## src/rtl/alu_share_arbiter_pkg.sv

```systemverilog
// Shared ALU front-end definitions: opcode and select encodings plus the opcode->select decode.
package alu_share_arbiter_pkg;

  typedef logic [2:0] alu_op_t;
  typedef logic [4:0] alu_sel_t;

  localparam alu_op_t OP_ADD = 3'd0;
  localparam alu_op_t OP_SUB = 3'd1;
  localparam alu_op_t OP_SEQ = 3'd2;
  localparam alu_op_t OP_SNE = 3'd3;
  localparam alu_op_t OP_SLT = 3'd4;
  localparam alu_op_t OP_SGT = 3'd5;
  localparam alu_op_t OP_SLE = 3'd6;
  localparam alu_op_t OP_SGE = 3'd7;

  // {sel4,sel3,sel2,sel1,sel0}; don't-care bits are held at 0.
  localparam alu_sel_t SEL_ADD = 5'b00000;
  localparam alu_sel_t SEL_SUB = 5'b11000;
  localparam alu_sel_t SEL_SEQ = 5'b10000;
  localparam alu_sel_t SEL_SNE = 5'b10001;
  localparam alu_sel_t SEL_SLT = 5'b10010;
  localparam alu_sel_t SEL_SGT = 5'b10011;
  localparam alu_sel_t SEL_SLE = 5'b10100;
  localparam alu_sel_t SEL_SGE = 5'b10110;

  function automatic alu_sel_t alu_decode(input alu_op_t op);
    alu_sel_t sel;
    unique case (op)
      OP_ADD:  sel = SEL_ADD;
      OP_SUB:  sel = SEL_SUB;
      OP_SEQ:  sel = SEL_SEQ;
      OP_SNE:  sel = SEL_SNE;
      OP_SLT:  sel = SEL_SLT;
      OP_SGT:  sel = SEL_SGT;
      OP_SLE:  sel = SEL_SLE;
      OP_SGE:  sel = SEL_SGE;
      default: sel = SEL_ADD;
    endcase
    return sel;
  endfunction

endpackage

```

## src/rtl/alu_rr_picker.sv

```systemverilog
// Combinational round-robin picker: first set request at or after ptr_i wins (one-hot + index).
module alu_rr_picker #(
  parameter int unsigned N_REQ = 2,
  parameter int unsigned ID_W  = 2
) (
  input  logic [N_REQ-1:0] req_i,
  input  logic [ID_W-1:0]  ptr_i,
  output logic [N_REQ-1:0] gnt_o,
  output logic [ID_W-1:0]  idx_o,
  output logic             any_o
);

  always_comb begin
    gnt_o = '0;
    idx_o = '0;
    any_o = 1'b0;
    // Scan offsets from the pointer; constant j keeps every select index static.
    for (int unsigned k = 0; k < N_REQ; k++) begin
      for (int unsigned j = 0; j < N_REQ; j++) begin
        if (!any_o && (((int'(ptr_i) + int'(k)) % int'(N_REQ)) == int'(j)) && req_i[j]) begin
          gnt_o[j] = 1'b1;
          idx_o    = ID_W'(j);
          any_o    = 1'b1;
        end
      end
    end
  end

endmodule

```

## src/rtl/alu_share_arbiter.sv

```systemverilog
// Shares one combinational ALU between N_REQ requesters with a 1-entry tagged response register.
// Define ALU_ARB_FIXED_PRIO_EN for fixed lowest-index-wins priority (no round-robin pointer).
module alu_share_arbiter
  import alu_share_arbiter_pkg::*;
#(
  parameter int unsigned N_REQ = 2,
  parameter int unsigned ID_W  = 2
) (
  input  logic                  clk,
  input  logic                  reset_n,
  input  logic [N_REQ-1:0]      req_valid,
  output logic [N_REQ-1:0]      req_ready,
  input  logic [3*N_REQ-1:0]    req_op,
  input  logic [32*N_REQ-1:0]   req_a,
  input  logic [32*N_REQ-1:0]   req_b,
  output logic [31:0]           alu_in1,
  output logic [31:0]           alu_in2,
  output logic [4:0]            alu_sel,
  input  logic [31:0]           alu_out,
  output logic                  resp_valid,
  input  logic                  resp_ready,
  output logic [31:0]           resp_data,
  output logic [ID_W-1:0]       resp_id,
  output logic                  busy
);

  logic             resp_valid_q, resp_valid_d;
  logic [31:0]      resp_data_q, resp_data_d;
  logic [ID_W-1:0]  resp_id_q, resp_id_d;

  logic             can_issue;
  logic [N_REQ-1:0] pick_req;
  logic [N_REQ-1:0] pick_gnt;
  logic [ID_W-1:0]  pick_idx;
  logic             pick_any;
  logic [ID_W-1:0]  pick_ptr;

  // Reset also masks requests so req_ready stays low while reset_n is asserted.
  assign can_issue = !resp_valid_q || resp_ready;
  assign pick_req  = req_valid & {N_REQ{can_issue && reset_n}};

  alu_rr_picker #(
    .N_REQ (N_REQ),
    .ID_W  (ID_W)
  ) u_picker (
    .req_i (pick_req),
    .ptr_i (pick_ptr),
    .gnt_o (pick_gnt),
    .idx_o (pick_idx),
    .any_o (pick_any)
  );

`ifdef ALU_ARB_FIXED_PRIO_EN
  assign pick_ptr = '0;
`else
  logic [ID_W-1:0] rr_ptr_q, rr_ptr_d;

  always_comb begin
    rr_ptr_d = rr_ptr_q;
    if (pick_any) begin
      rr_ptr_d = (pick_idx == ID_W'(N_REQ - 1)) ? '0 : pick_idx + 1'b1;
    end
  end

  always_ff @(posedge clk or negedge reset_n) begin
    if (!reset_n) begin
      rr_ptr_q <= '0;
    end else begin
      rr_ptr_q <= rr_ptr_d;
    end
  end

  assign pick_ptr = rr_ptr_q;
`endif

  // One-hot AND-OR mux onto the ALU; all zero when nothing is granted.
  always_comb begin
    alu_in1 = '0;
    alu_in2 = '0;
    alu_sel = '0;
    for (int unsigned i = 0; i < N_REQ; i++) begin
      if (pick_gnt[i]) begin
        alu_in1 = alu_in1 | req_a[32*i +: 32];
        alu_in2 = alu_in2 | req_b[32*i +: 32];
        alu_sel = alu_sel | alu_decode(req_op[3*i +: 3]);
      end
    end
  end

  always_comb begin
    resp_valid_d = resp_valid_q;
    resp_data_d  = resp_data_q;
    resp_id_d    = resp_id_q;
    if (pick_any) begin
      resp_valid_d = 1'b1;
      resp_data_d  = alu_out;
      resp_id_d    = pick_idx;
    end else if (resp_ready) begin
      resp_valid_d = 1'b0;
    end
  end

  always_ff @(posedge clk or negedge reset_n) begin
    if (!reset_n) begin
      resp_valid_q <= 1'b0;
      resp_data_q  <= '0;
      resp_id_q    <= '0;
    end else begin
      resp_valid_q <= resp_valid_d;
      resp_data_q  <= resp_data_d;
      resp_id_q    <= resp_id_d;
    end
  end

  assign req_ready  = pick_gnt;
  assign resp_valid = resp_valid_q;
  assign resp_data  = resp_data_q;
  assign resp_id    = resp_id_q;
  assign busy       = resp_valid_q || (|req_valid);

endmodule

```

## config.mk

```make
export PLATFORM = sky130hd
export DESIGN_NAME = alu_share_arbiter
export DESIGN_NICKNAME = d
export VERILOG_FILES = /design/src/rtl/alu_share_arbiter_pkg.sv /design/src/rtl/alu_rr_picker.sv /design/src/rtl/alu_share_arbiter.sv
export SDC_FILE = /design/constraint.sdc
export NUM_CORES = 1
export LEC_CHECK = 0
export CAP_MARGIN = 25
export CORE_AREA = 2 2 109 111
export CTS_CLUSTER_SIZE = 20
export DETAILED_ROUTE_END_ITERATION = 12
export DIE_AREA = 0 0 111 113
export SYNTH_ARGS = -nofsm -noshare
export SYNTH_HDL_FRONTEND = slang
export SYNTH_SLANG_ARGS = --single-unit
```

## constraint.sdc

```tcl
create_clock -name clk -period 3 [get_ports clk]
set_input_delay 0.45 -clock clk [delete_from_list [all_inputs] [get_ports clk]]
set_output_delay 0.45 -clock clk [all_outputs]
set_load 0.01 [all_outputs]
```

==> flow_summary.toml <==
[global_routing]
grt_pass1_wl_um = 16340
grt_max_degree = 65
antenna_found_initial = 0
grt_pass1_vias = 2818
grt_overflow = 0
grt_use_met3_pct = 5.410
use_met1_pct = 20.66
met2_usage_pct = 27.81
grt_usage_pct = 16.60
grt.busiest_layer = "met2"

[cells_and_area]
syn_to_final_growth_pct = 141.9
final_net_count = 625
antenna_cells = 0
final_cells = 598
nFillCells = 1089
drive_gt1_share_pct = 12.53

[setup_path]
slowest_delay_ns = 0.60
worstPathCellList = "clkdlybuf4s50_1 -> o2111ai_2 -> inv_2 -> buf_12 -> a22o_1 -> clkdlybuf4s50_1"
startpoint_type = "input port"
cp-end-kind = "output port"
cp.required_ns = 2.55
cp_slowest_cell = "clkdlybuf4s50_1"
crit_top_cell = "clkdlybuf4s50_1"
critPathArrivalTime_ns = 2.44
path_buf_inv = 4
crit_family = "buffers and inverters"
path_max_fanout = 32
critPathKind = "in2out"

[clocking]
ctsHtreeMaxLevel = 2
cts.sinks = 35
cts_buffers = 5
cts.clk_slew.worst_paths_ns = 0.06
cts_root_buf = "clkbuf_16"
insertion_delay_ns = 0.27
cts_max_path_buffers = 2
cts_tree = "yes"
post_cts_buffers = 0

[synth]
synth.net_count = 350
synthMuxAreaShare_pct = 16.58
synthCells = 179
synthAdderAreaFrac_pct = 0
yosys_register_bits = 35
yosys_warnings = 0
synth_xor_area_share_pct = 0.8060
synth_simple_gate_area_share_pct = 3.109
synth_top_family_by_area = "compound AO/OA/AOI/OAI gates"
synth_seq_area_share_pct = 40.30
synth_compound_area_share_pct = 30.34
netlist_area_um2 = 2173
yosysUniqueCellTypes = 30
syn_avg_cell_area_um2 = 12.14

[detailed_routing]
drt-initial-drc-count = 106
vias = 2726
post_drt_via_cell_ratio = 4.559
drt-total-wl_um = 11300
ant_nets = 0
first_pass_iters = 4
drc_errors = 0
avgRoutedWirePerCell_um = 18.90

[status]
outcome = "finished clean"

[place]
io_buffer_count = 276
place_ws_ns = 0.04958
hpwl_um = 9223
place_inst = 587
globalplace.congestion = 0.9005

[sta]
whs_ns = 0.3264
clock.fmax_mhz = 346.2
final_hold_viol_count = 0
clock_skew_ns = 0.002592
setup_tns_ns = 0
slew-limit-headroom_pct = 66.32
setup_violations = 0
max_slew.worst_pin.slew_ns = 0.5028
drv_slew = 0
min_period_over_period_pct = 96.28
setup_ws_ns = 0.1117
rsz0062_at_grt = "false"
final.min_clock_period_ns = 2.888

[floorplan]
die_w_um = 111
die-area_um2 = 12540
die-height_um = 113
fp-row-count = 39
core_um2 = 11270
io_pins = 278
start_util_pct = 19.28

[power_and_ir_drop]
powerDensity_nw_per_um2 = 382.8
power_leakage_nw = 2.054
peakVddDrop_v = 0.0002676
power_mw = 2.012

[run]
max-cap-violations = 0

[min_path]
hold_path.class = "in2async"
-- synthesized netlist by cell type, drive strengths merged --
cell,number,area [um^2]
a22o,64,560.5
dfrtp,35,875.8
mux2,32,360.4
buf,17,166.4
inv,4,15.02
or3,3,18.77
a21boi,2,15.02
a32o,2,20.02
clkbuf,2,7.510
nand2b,2,15.02
xnor2,2,17.52
a21o,1,7.510
a21oi,1,5.000
and2,1,6.260
and3,1,6.260
conb,1,3.750
nand2,1,3.750
nand4,1,6.260
nor3,1,5.000
o2111ai,1,15.01
o211ai,1,12.51
o22ai,1,6.260
o2bb2ai,1,8.760
o32ai,1,8.760
or2,1,6.260
-- report_power, final --
group | switching (mW) | internal (mW) | leakage [nW] | total [mW]
logic | 0.310 | 0.604 | 1.58 | 0.915
registers | 0.0449 | 0.558 | 0.410 | 0.603
clock network | 0.188 | 0.306 | 0.0669 | 0.494
-- sequential cells by signal, summed over array words and instances, names as in the netlist --
| register | flops |
|---|---|
| pick_ptr | 1 |
| resp_id | 1 |
| resp_data | 32 |
| resp_valid | 1 |
-- path summary, 6_finish.rpt --
path,slack [ns],cells after the start,to,startpoint
setup / recovery,0.11,6,alu_in2[19],req_valid[1]
hold / removal,0.33,2,resp_data[31],reset_n
setup reg to reg,1.53,4,resp_data[16],resp_valid
hold reg to reg,0.50,1,resp_data[7],resp_data[7]
max in group asynchronous,2.24,2,pick_ptr[0],reset_n
min in group clk,0.50,1,resp_data[7],resp_data[7]
-- per-layer routing --
layer	wire length (um)	vias up
li1	-	1258
met1	4745	1297
met2	5332	157
met3	999	14
met4	227	0
met5	0	-
-- metrics by stage --
stage	util, %	area (um^2)
2_1_floorplan	-	2173
3_3_place_gp	44.57	5024
3_5_place_dp	44.81	5051
4_1_cts	46.15	5202
5_1_grt	46.63	5256
6_report	46.63	5256
-- worst reg2reg max path, stage by stage (launching register included) --
cell      delay [ns]
dfrtp_1         0.38
nand2b_2        0.13
o211ai_4        0.24
buf_16          0.24
mux2_2          0.36
-- kinds of logic (layout without fill, tap and decap cells) --
kind of cell | count (synthesis) | after routing
AOI/OAI and AO/OA | 75 | 75
DFF | 35 | 35
muxes | 32 | 32
buffers and inverters | 23 | 299
and+or+nand+nor | 11 | 11
xor gates and xnor gates | 2 | 2
other | 1 | 1
-- final cells by class --
class / instances / area (um^2) / share of cell area [%]
Sequential cell: 35 / 875.8 / 16.66
Timing Repair Buffer: 287 / 2923 / 55.61
Inverter: 4 / 15.01 / 0.2856
Multi-Input combinational cell: 121 / 1122 / 21.35
Clock buffer: 6 / 128.9 / 2.452
Clock inverter: 2 / 12.51 / 0.2380
Tap cell: 143 / 178.9 / 3.404
-- repair_timing --
| item | in CTS | in global routing |
|---|---|---|
| endpoints found under the hold margin | 2 | 0 |
| gates resized for setup | 0 | 1 |
| setup endpoints to repair | 0 | 2 |
| hold buffers | 1 | 0 |
-- cell usage in the layout, fill, tap and decap left out, drive strengths merged --
cell type	n
and3	1
o32ai	1
o211ai	1
and2	1
a22o	64
clkdlybuf4s50	275
o2111ai	1
inv	4
nor3	1
clkbuf	8
nand2b	2
a32o	2
xnor2	2
clkinvlp	1
conb	1
a21oi	1
nand2	1
a21boi	2
or2	1
a21o	1
clkinv	1
o2bb2ai	1
or3	3
buf	9
dlygate4sd3	1
mux2	32
o22ai	1
dfrtp	35
nand4	1
(Power assumes the default switching activity.)
